<file path="src/rtl/lc3b_fetch.sv">
// LC-3b instruction fetch stage: word reads into a small {instr, pc+2} buffer drained by decode.
// Optional performance counters are compiled in when LC3B_FETCH_PERF_EN is defined.
module lc3b_fetch #(
  parameter int unsigned DEPTH    = 2,
  parameter logic [15:0] RESET_PC = 16'h0000
) (
  input  logic        clk,
  input  logic        reset,
  output logic [15:0] mem_address,
  output logic        mem_read,
  input  logic [15:0] mem_rdata,
  input  logic        mem_resp,
  input  logic        redirect,
  input  logic [15:0] redirect_pc,
  output logic        ir_valid,
  output logic [15:0] ir_data,
  output logic [15:0] ir_pc,
  input  logic        ir_ready
`ifdef LC3B_FETCH_PERF_EN
  ,
  output logic [15:0] perf_fetches,
  output logic [15:0] perf_flushes
`endif
);

  localparam int unsigned PTR_W   = (DEPTH > 1) ? $clog2(DEPTH) : 1;
  localparam logic [2:0]  DEPTH_C = 3'(DEPTH);

  typedef logic [PTR_W-1:0] ptr_t;
  localparam ptr_t LAST = PTR_W'(DEPTH - 1);

  typedef enum logic [1:0] {REQ, WAIT_SPACE, DRAIN} state_t;

  typedef struct packed {
    logic [15:0] instr;
    logic [15:0] pc_plus2;
  } entry_t;

  state_t      state_q, state_d;
  logic [15:0] fetch_pc_q, fetch_pc_d;
  logic [15:0] drain_pc_q, drain_pc_d;
  ptr_t        head_q, head_d, tail_q, tail_d;
  logic [2:0]  count_q, count_d, count_after_pop;
  logic        pop, push;
  entry_t      fifo_q [DEPTH];

  function automatic ptr_t ptr_inc(input ptr_t p);
    return (p == LAST) ? '0 : p + 1'b1;
  endfunction

  // NOTE: every signal gets a default before the case so no path leaves it unassigned (no latches).
  always_comb begin
    pop             = ir_valid & ir_ready;
    count_after_pop = count_q - {2'b00, pop};
    push            = 1'b0;
    state_d         = state_q;
    fetch_pc_d      = fetch_pc_q;
    drain_pc_d      = drain_pc_q;
    head_d          = pop ? ptr_inc(head_q) : head_q;
    tail_d          = tail_q;
    count_d         = count_after_pop;

    case (state_q)
      REQ: begin
        if (mem_resp) begin
          push       = 1'b1;
          tail_d     = ptr_inc(tail_q);
          count_d    = count_after_pop + 3'd1;
          fetch_pc_d = fetch_pc_q + 16'd2;
          state_d    = (count_d < DEPTH_C) ? REQ : WAIT_SPACE;
        end
      end
      WAIT_SPACE: if (count_after_pop < DEPTH_C) state_d = REQ;
      DRAIN:      if (mem_resp) state_d = REQ;
      default:    state_d = REQ;
    endcase

    // Redirect wins over the normal flow; this cycle's pop has already been counted as consumed.
    if (redirect) begin
      push       = 1'b0;
      head_d     = '0;
      tail_d     = '0;
      count_d    = '0;
      fetch_pc_d = {redirect_pc[15:1], 1'b0};
      if (state_q == REQ && !mem_resp) begin
        state_d    = DRAIN;
        drain_pc_d = fetch_pc_q;
      end else if (state_q == DRAIN && !mem_resp) begin
        state_d = DRAIN;
      end else begin
        state_d = REQ;
      end
    end
  end

  // NOTE: sequential state uses non-blocking assignments so every register samples pre-edge values.
  always_ff @(posedge clk or posedge reset) begin
    if (reset) begin
      state_q    <= REQ;
      fetch_pc_q <= {RESET_PC[15:1], 1'b0};
      drain_pc_q <= '0;
      head_q     <= '0;
      tail_q     <= '0;
      count_q    <= '0;
    end else begin
      state_q    <= state_d;
      fetch_pc_q <= fetch_pc_d;
      drain_pc_q <= drain_pc_d;
      head_q     <= head_d;
      tail_q     <= tail_d;
      count_q    <= count_d;
    end
  end

  // NOTE: the buffer is reset because its head drives ir_data/ir_pc, which must read 0 out of reset.
  always_ff @(posedge clk or posedge reset) begin
    if (reset) begin
      for (int i = 0; i < int'(DEPTH); i++) fifo_q[i] <= '0;
    end else if (push) begin
      fifo_q[tail_q] <= '{instr: mem_rdata, pc_plus2: fetch_pc_q + 16'd2};
    end
  end

  // During DRAIN the read must stay at the address it was issued with, not the new target.
  assign mem_read    = (state_q != WAIT_SPACE);
  assign mem_address = (state_q == DRAIN) ? drain_pc_q : fetch_pc_q;
  assign ir_valid    = (count_q != 3'd0);
  assign ir_data     = fifo_q[head_q].instr;
  assign ir_pc       = fifo_q[head_q].pc_plus2;

`ifdef LC3B_FETCH_PERF_EN
  logic flush_drops;
  assign flush_drops = redirect && ((count_after_pop != 3'd0) || (state_q != WAIT_SPACE));

  always_ff @(posedge clk or posedge reset) begin
    if (reset) begin
      perf_fetches <= '0;
      perf_flushes <= '0;
    end else begin
      if (push && perf_fetches != 16'hFFFF)        perf_fetches <= perf_fetches + 16'd1;
      if (flush_drops && perf_flushes != 16'hFFFF) perf_flushes <= perf_flushes + 16'd1;
    end
  end
`endif

endmodule

</file>
<file path="config.mk">
export PLATFORM = sky130hd
export DESIGN_NAME = lc3b_fetch
export DESIGN_NICKNAME = d
export VERILOG_FILES = /design/src/rtl/lc3b_fetch.sv
export SDC_FILE = /design/constraint.sdc
export NUM_CORES = 1
export LEC_CHECK = 0
export CAP_MARGIN = 20
export CORE_MARGIN = 8
export CORE_UTILIZATION = 48
export CTS_CLUSTER_SIZE = 30
export DETAILED_ROUTE_END_ITERATION = 7
export PLACE_DENSITY = 0.77
export SETUP_SLACK_MARGIN = 0.3
export SLEW_MARGIN = 40
export SYNTH_ARGS = -nofsm -noshare
export SYNTH_HDL_FRONTEND = slang
export SYNTH_SLANG_ARGS = --single-unit
export TNS_END_PERCENT = 5
</file>
<file path="constraint.sdc">
create_clock -name clk -period 3.1 [get_ports clk]
set_input_delay 0.465 -clock clk [delete_from_list [all_inputs] [get_ports clk]]
set_output_delay 0.465 -clock clk [all_outputs]
set_load 0.1 [all_outputs]
</file>
==> results of run 1 <==
placed cells by master, fill, tap and decap left out, types with 4 or more instances in the layout:
cell type	count
xnor2_1	14
dfrtp_1	99
clkbuf_8	10
nor2_1	26
a21oi_1	13
xor2_1	15
nand3_1	9
and4_1	4
mux2_2	94
ha_1	4
buf_4	12
o21ai_0	28
buf_12	46
nand2_1	36
or3_1	4
nand4_1	8
inv_1	6
clkdlybuf4s50_1	35
layer usage:
layer  GRT usage (%)  routed length [µm]
met5               0                   0
met4           5.704                 150
met3           3.413                 512
met2           23.69                4492
met1           21.36                4891
logic make-up after synthesis:
logic type | synth area share (%)
xor gates and xnor gates | 5.247
buffers and inverters | 4.265
AOI/OAI and AO/OA | 5.221
DFF | 51.18
adders and majority gates | 1.034
and+or+nand+nor | 10.70
muxes | 22.28
other | 0.07747
per-stage QoR:
step | setup WS (ns) | cell area, µm² | utilization, % | hold WS [ns] | cells
floorplan | 0.4298 | 4848 | - | 0.4444 | 424
global placement | 0.6545 | 6196 | 63.39 | 0.4551 | 615
finish | 0.6782 | 6399 | 65.46 | 0.4853 | 631
CTS | 0.6319 | 6399 | 65.46 | 0.4877 | 631
global route | 0.5973 | 6399 | 65.46 | 0.5198 | 631
detailed placement | 0.6303 | 6196 | 63.39 | 0.4645 | 615
tightest hold or removal path: cells and delay by family, from the launching register on:
family / cells / cell delay [ns]
and+or+nand+nor: 1 / 0.04
AOI/OAI and AO/OA: 1 / 0.06
DFF: 1 / 0.36
cell usage after synthesis (2+ instances only):
cell type,instances,area [µm²]
ha_1,4,50.05
buf_2,11,55.05
buf_6,2,22.52
nor4_1,2,12.51
xnor2_1,14,122.6
nor3_1,2,10.01
nand4_1,8,50.05
nor2b_1,2,12.51
a31oi_1,3,18.77
and2_1,2,12.51
mux2i_1,2,20.02
nor2_1,26,97.59
mux2_2,94,1059
and4_1,4,35.03
buf_4,5,37.54
o21ai_0,29,145.1
nand2_1,36,135.1
clkbuf_1,16,60.06
inv_1,7,26.28
dfrtp_1,99,2477
xor2_1,15,131.4
or3_1,4,25.02
a21oi_1,13,65.06
and3_1,2,12.51
nand3_1,9,45.04
flip-flops by register name (all words and copies together), names as in the netlist:
name        count
head_q          1
fetch_pc_q     15
fifo_q         62
state_q         2
drain_pc_q     15
count_q         3
tail_q          1
cell type report:
type	instances	area, µm²	area share [%]
Multi-Input combinational cell	283	2161	33.77
Inverter	7	30.03	0.4693
Clock inverter	5	61.31	0.9582
Clock buffer	11	141.4	2.210
Tap cell	133	166.4	2.601
Timing Repair Buffer	93	1361	21.27
Sequential cell	99	2477	38.72
how the worst min path moves through the flow:
stage / from / endpoint / slack [ns]
6_report: fifo_q[12]$_DFFE_PP0P_ / fifo_q[12]$_DFFE_PP0P_ / 0.49
4_1_cts: fifo_q[5]$_DFFE_PP0P_ / fifo_q[5]$_DFFE_PP0P_ / 0.49
3_3_place_gp: fifo_q[5]$_DFFE_PP0P_ / fifo_q[5]$_DFFE_PP0P_ / 0.46
3_5_place_dp: fifo_q[5]$_DFFE_PP0P_ / fifo_q[5]$_DFFE_PP0P_ / 0.46
2_1_floorplan: fifo_q[10]$_DFFE_PP0P_ / fifo_q[10]$_DFFE_PP0P_ / 0.44
5_1_grt: fifo_q[18]$_DFFE_PP0P_ / fifo_q[18]$_DFFE_PP0P_ / 0.52
==> flow_summary.toml, run 1 <==
[timing]
rsz0062_at_grt = "no"
fin_skew_ns = 0.01608
setup_tns_ns = 0
layout_min_cycle_time_ns = 2.422
slew_viol_final = 0
slew_headroom_pct = 58.13
worst_slew_pin_slew_ns = 0.6268
report.final.setup_viol = 0
fmax_mhz = 412.9
final_hold_viol_count = 0
finalCritPeriodShare_pct = 78.12

[yosys]
ys_async_sr_fraction_pct = 100.0
yosysWarnings = 0
synth_area_per_cell_um2 = 11.44
synth-edff-count = 0
syn_inst = 423
synth_area_um2 = 4841
yosysSeqAreaShare_pct = 51.18
synth_ff_type = "dfrtp_1"
synth-seq-cells = 99
ys_types = 37

[worst_setup_path]
path_cells = "buf_4 -> mux2_2 -> buf_12"
crit_family = "buffers and inverters"
path_buf_inv = 2
crit_start = "head_q$_DFFE_PP0P_"
critical_path_peak_fanout = 26
r2r_setup_slack_ns = 0.83
crit_slowest_cell = "dfrtp_1"
cp-end-kind = "output port"
crit_end = "ir_pc[8]"
required_ns = 2.63
startpoint_type = "flop"
r2r_end = "state_q[0]$_DFFE_PP0P_"
crit_type = "reg -> out"
ff2ff_path_depth = 9
rr_startpoint = "count_q[2]$_DFF_PP0_"
worstPathArrival_ns = 1.96
slowest_delay_ns = 0.56
critical_path_depth = 3

[layout]
n_antenna_cell = 0
nets = 534
fillers = 768
synthToLayoutAreaGrowth_pct = 32.18
layout-drive-gt1-share_pct = 34.34

[die]
die_w_um = 116.4
fp.coreArea_um2 = 9774
initial_core_util_pct = 49.53
die_y_um = 116.4
die_area_um2 = 13550
pin_count = 87
rows = 36

[clock_network]
h-tree-depth = 3
cts_made_buffers = 9
clock_path_buffers = 2
cts.clk_slew.worst_paths_ns = 0.10
cts-root-buf = "clkbuf_8"
clock_latency_ns = 0.37
holdBufCountCts = 0
cts_tree = "done"
cts.sinks = 99
cts_setup_buffers = 0
cts-resized-gates = 0

[place]
dp_hpwl_um = 7093
gp_congestion = 0.7610
port_buffers = 83

[global_route]
grt_max_degree = 72
grt_first_pass_wirelength_um = 16640
grt.total_usage_pct = 15.58
grt-ovfl-total = 0
grt_pass1_vias = 3376
antenna_found_initial = 0

[routing]
ant_nets = 0
drc = 0
first_iter_violations = 119
via_per_inst = 5.182
avgRoutedWirePerCell_um = 15.92
dr.pass1.iters = 4
drt-total-wl_um = 10050
vias = 3270

[hold_path]
hold_path.class = "reg -> reg"
hold_path_depth = 2

[flow_run]
max-cap-violations = 0

[status]
status = "complete, no violations"
Power of run 1 is not shown: default switching activity piles up to over one toggle a cycle in this logic, so the estimate is an artifact.
==> run 2, diff against run 1 <==
==> constraint.sdc (replaced) <==
create_clock -name clk -period 2 [get_ports clk]
set_input_delay 0.3 -clock clk [delete_from_list [all_inputs] [get_ports clk]]
set_output_delay 0.3 -clock clk [all_outputs]
set_load 0.1 [all_outputs]
==> run 2 against run 1 <==
The flow now finishes with violations (negative setup slack). First-iteration DRC count rose by 63%. Utilization rose by 12 points. Worst setup slack got worse by 0.87 ns. Die area is the same. Count of clock-buffer cells in the layout shrank 1. Flip-flop and latch count unchanged. Worst hold slack worse by 0.19 ns. Critical path depth rose by 6. Global-route usage rose by 3.2 points. Via count is 12% higher. Register-to-register slack lost 1.0 ns. Sequential share of layout area is 6.0 points lower. Critical endpoint is now state_q[0]$_DFFE_PP0P_. Largest cell class is now multi-input gates. Highest routed layer unchanged.
==> flow_summary.toml, run 2 (same netlist as run 1, synthesis figures left out) <==
[status]
status = "finished, violations left"
violations = "negative setup slack"

[clock_network]
holdBufCountCts = 0
cts_made_buffers = 9
cts_tree = "done"
cts.sinks = 99
cts-root-buf = "clkbuf_8"
clock_path_buffers = 2
cts.clk_slew.worst_paths_ns = 0.09
clock_latency_ns = 0.35
h-tree-depth = 3

[timing]
setup_tns_ns = -0.2454
report.final.setup_viol = 2
hold_ws_ns = 0.2988
finalCritPeriodShare_pct = 109.4
slew_viol_final = 0
worst_slack_ns = -0.1879
fin_skew_ns = 0.008146
final_hold_viol_count = 0
layout_min_cycle_time_ns = 2.188
fmax_mhz = 457.1
rsz0062_at_grt = "yes"

[die]
pin_count = 87
die_y_um = 116.4
initial_core_util_pct = 49.53
die_w_um = 116.4
die_area_um2 = 13550
fp.coreArea_um2 = 9774
rows = 36

[routing]
first_iter_violations = 194
via_per_inst = 5.493
drt-total-wl_um = 13080
ant_nets = 0
dr.pass1.iters = 5
routed-wl-met3_um = 681
highest_layer = "met4"
drc = 0
avgRoutedWirePerCell_um = 19.58
vias = 3669
wl_met1_um = 5601
wl_met2_um = 6601

[worst_setup_path]
worstPathArrival_ns = 2.43
r2r_end = "state_q[0]$_DFFE_PP0P_"
cpMostUsedCell = "ha_4"
crit_start = "count_q[0]$_DFF_PP0_"
crit_type = "reg -> reg"
r2r_setup_slack_ns = -0.19
cp-end-kind = "flop"
crit_slowest_cell = "dfrtp_1"
required_ns = 2.24
rr_startpoint = "count_q[0]$_DFF_PP0_"
startpoint_type = "flop"
critical_path_peak_fanout = 2
crit_end = "state_q[0]$_DFFE_PP0P_"
slowest_delay_ns = 0.41
path_cells = "or3_4 -> and2_4 -> ha_4 -> ha_4 -> inv_4 -> ha_4 -> xnor2_2 -> nor2_1 -> o31ai_1"
ff2ff_path_depth = 9

[layout]
fillers = 557
nets = 573
n_antenna_cell = 0
synthToLayoutAreaGrowth_pct = 56.58
final_cell_mix = "dfrtp_1 (95), mux2_4 (70), buf_12 (55)"
top_regs = "fifo_q x62, drain_pc_q x15, fetch_pc_q x15"
layout-drive-gt1-share_pct = 50.09
regMostFlops = "fifo_q"
layout_commonest_cell = "dfrtp_1"
largest_reg_flops = 62

[global_route]
grt_max_degree = 46
grt_pass1_vias = 3877
grt.total_usage_pct = 18.81
grt_first_pass_wirelength_um = 19870
antenna_found_initial = 0
grt-ovfl-total = 0

[place]
dp_hpwl_um = 8017
gp_congestion = 0.8055
port_buffers = 83

[hold_path]
hold_path.class = "in -> async"

[flow_run]
max-cap-violations = 0
==> run 2: changes by cell type in the layout (fill, tap and decap cells not counted), sizes merged <==
cell | previous run | this run
clkinvlp | 1 | 2
clkbuf | 11 | 14
clkinv | 3 | 1
buf | 58 | 93
bufinv | 1 | 2
inv | 7 | 6
==> run 2: timing repair <==
action                                  in CTS  in global routing
endpoints found under the setup margin      85                112
pin swaps                                   35                 37
buffers inserted                             5                  5
cloned                                       1                  4
resized for setup                          136                 44
==> run 2: through the flow <==
| step | util [%] | cell area [µm²] | worst slack [ns] | instances |
|---|---|---|---|---|
| after floorplan | - | 4848 | -0.6702 | 424 |
| after global placement | 66.13 | 6464 | -0.1122 | 639 |
| after detailed placement | 66.13 | 6464 | -0.2084 | 639 |
| after CTS | 74.31 | 7263 | -0.05236 | 659 |
| after global routing | 77.55 | 7580 | -0.2355 | 668 |
| final | 77.55 | 7580 | -0.1879 | 668 |
==> run 2: worst min-delay path by stage <==
stage                                start  cells past startpoint                      to  slack [ns]
floorplan                         mem_resp                      1  state_q[1]$_DFFE_PP0P_        0.37
global placement     fifo_q[5]$_DFFE_PP0P_                      2   fifo_q[5]$_DFFE_PP0P_        0.46
detailed placement  fifo_q[14]$_DFFE_PP0P_                      2  fifo_q[14]$_DFFE_PP0P_        0.47
CTS                                  reset                      2  fifo_q[27]$_DFFE_PP0P_        0.29
global route                         reset                      2  fifo_q[30]$_DFFE_PP0P_        0.30
finish                               reset                      2  fifo_q[30]$_DFFE_PP0P_        0.30
==> run 2: critical path, delay by kind of cell (launching register included) <==
family                     cells  cell delay, ns
adders and majority gates      3            0.59
buffers and inverters          1            0.04
xor gates and xnor gates       1            0.14
AOI/OAI and AO/OA              1            0.27
and+or+nand+nor                3            0.64
DFF                            1            0.41
==> run 2: cell type report <==
class	count	area, µm²	area share, %
clock buffers	10	137.6	1.816
clock inverters	4	76.32	1.007
inverters	7	32.53	0.4292
multi-input cells	283	2783	36.71
flip-flops and latches	99	2482	32.75
well taps	133	166.4	2.195
repair buffers	132	1902	25.09
==> run 2: per-layer routing <==
layer / global-route usage (%) / vias up
li1: - / 1669
met3: 4.033 / 20
met5: 0 / -
met1: 22.98 / 1844
met4: 5.964 / 0
met2: 32.43 / 136
Power of run 2 is left out for the same reason.
==> run 3, diff against run 2 <==
--- a/config.mk
+++ b/config.mk
@@ -5,7 +5,6 @@
 export SDC_FILE = /design/constraint.sdc
 export NUM_CORES = 1
 export LEC_CHECK = 0
-export CAP_MARGIN = 20
 export CORE_MARGIN = 8
 export CORE_UTILIZATION = 48
 export CTS_CLUSTER_SIZE = 30
==> results of run 3 <==
Same layout as run 2: the final DEF is identical, and so are final timing and power.
Power of run 3 is left out for the same reason.
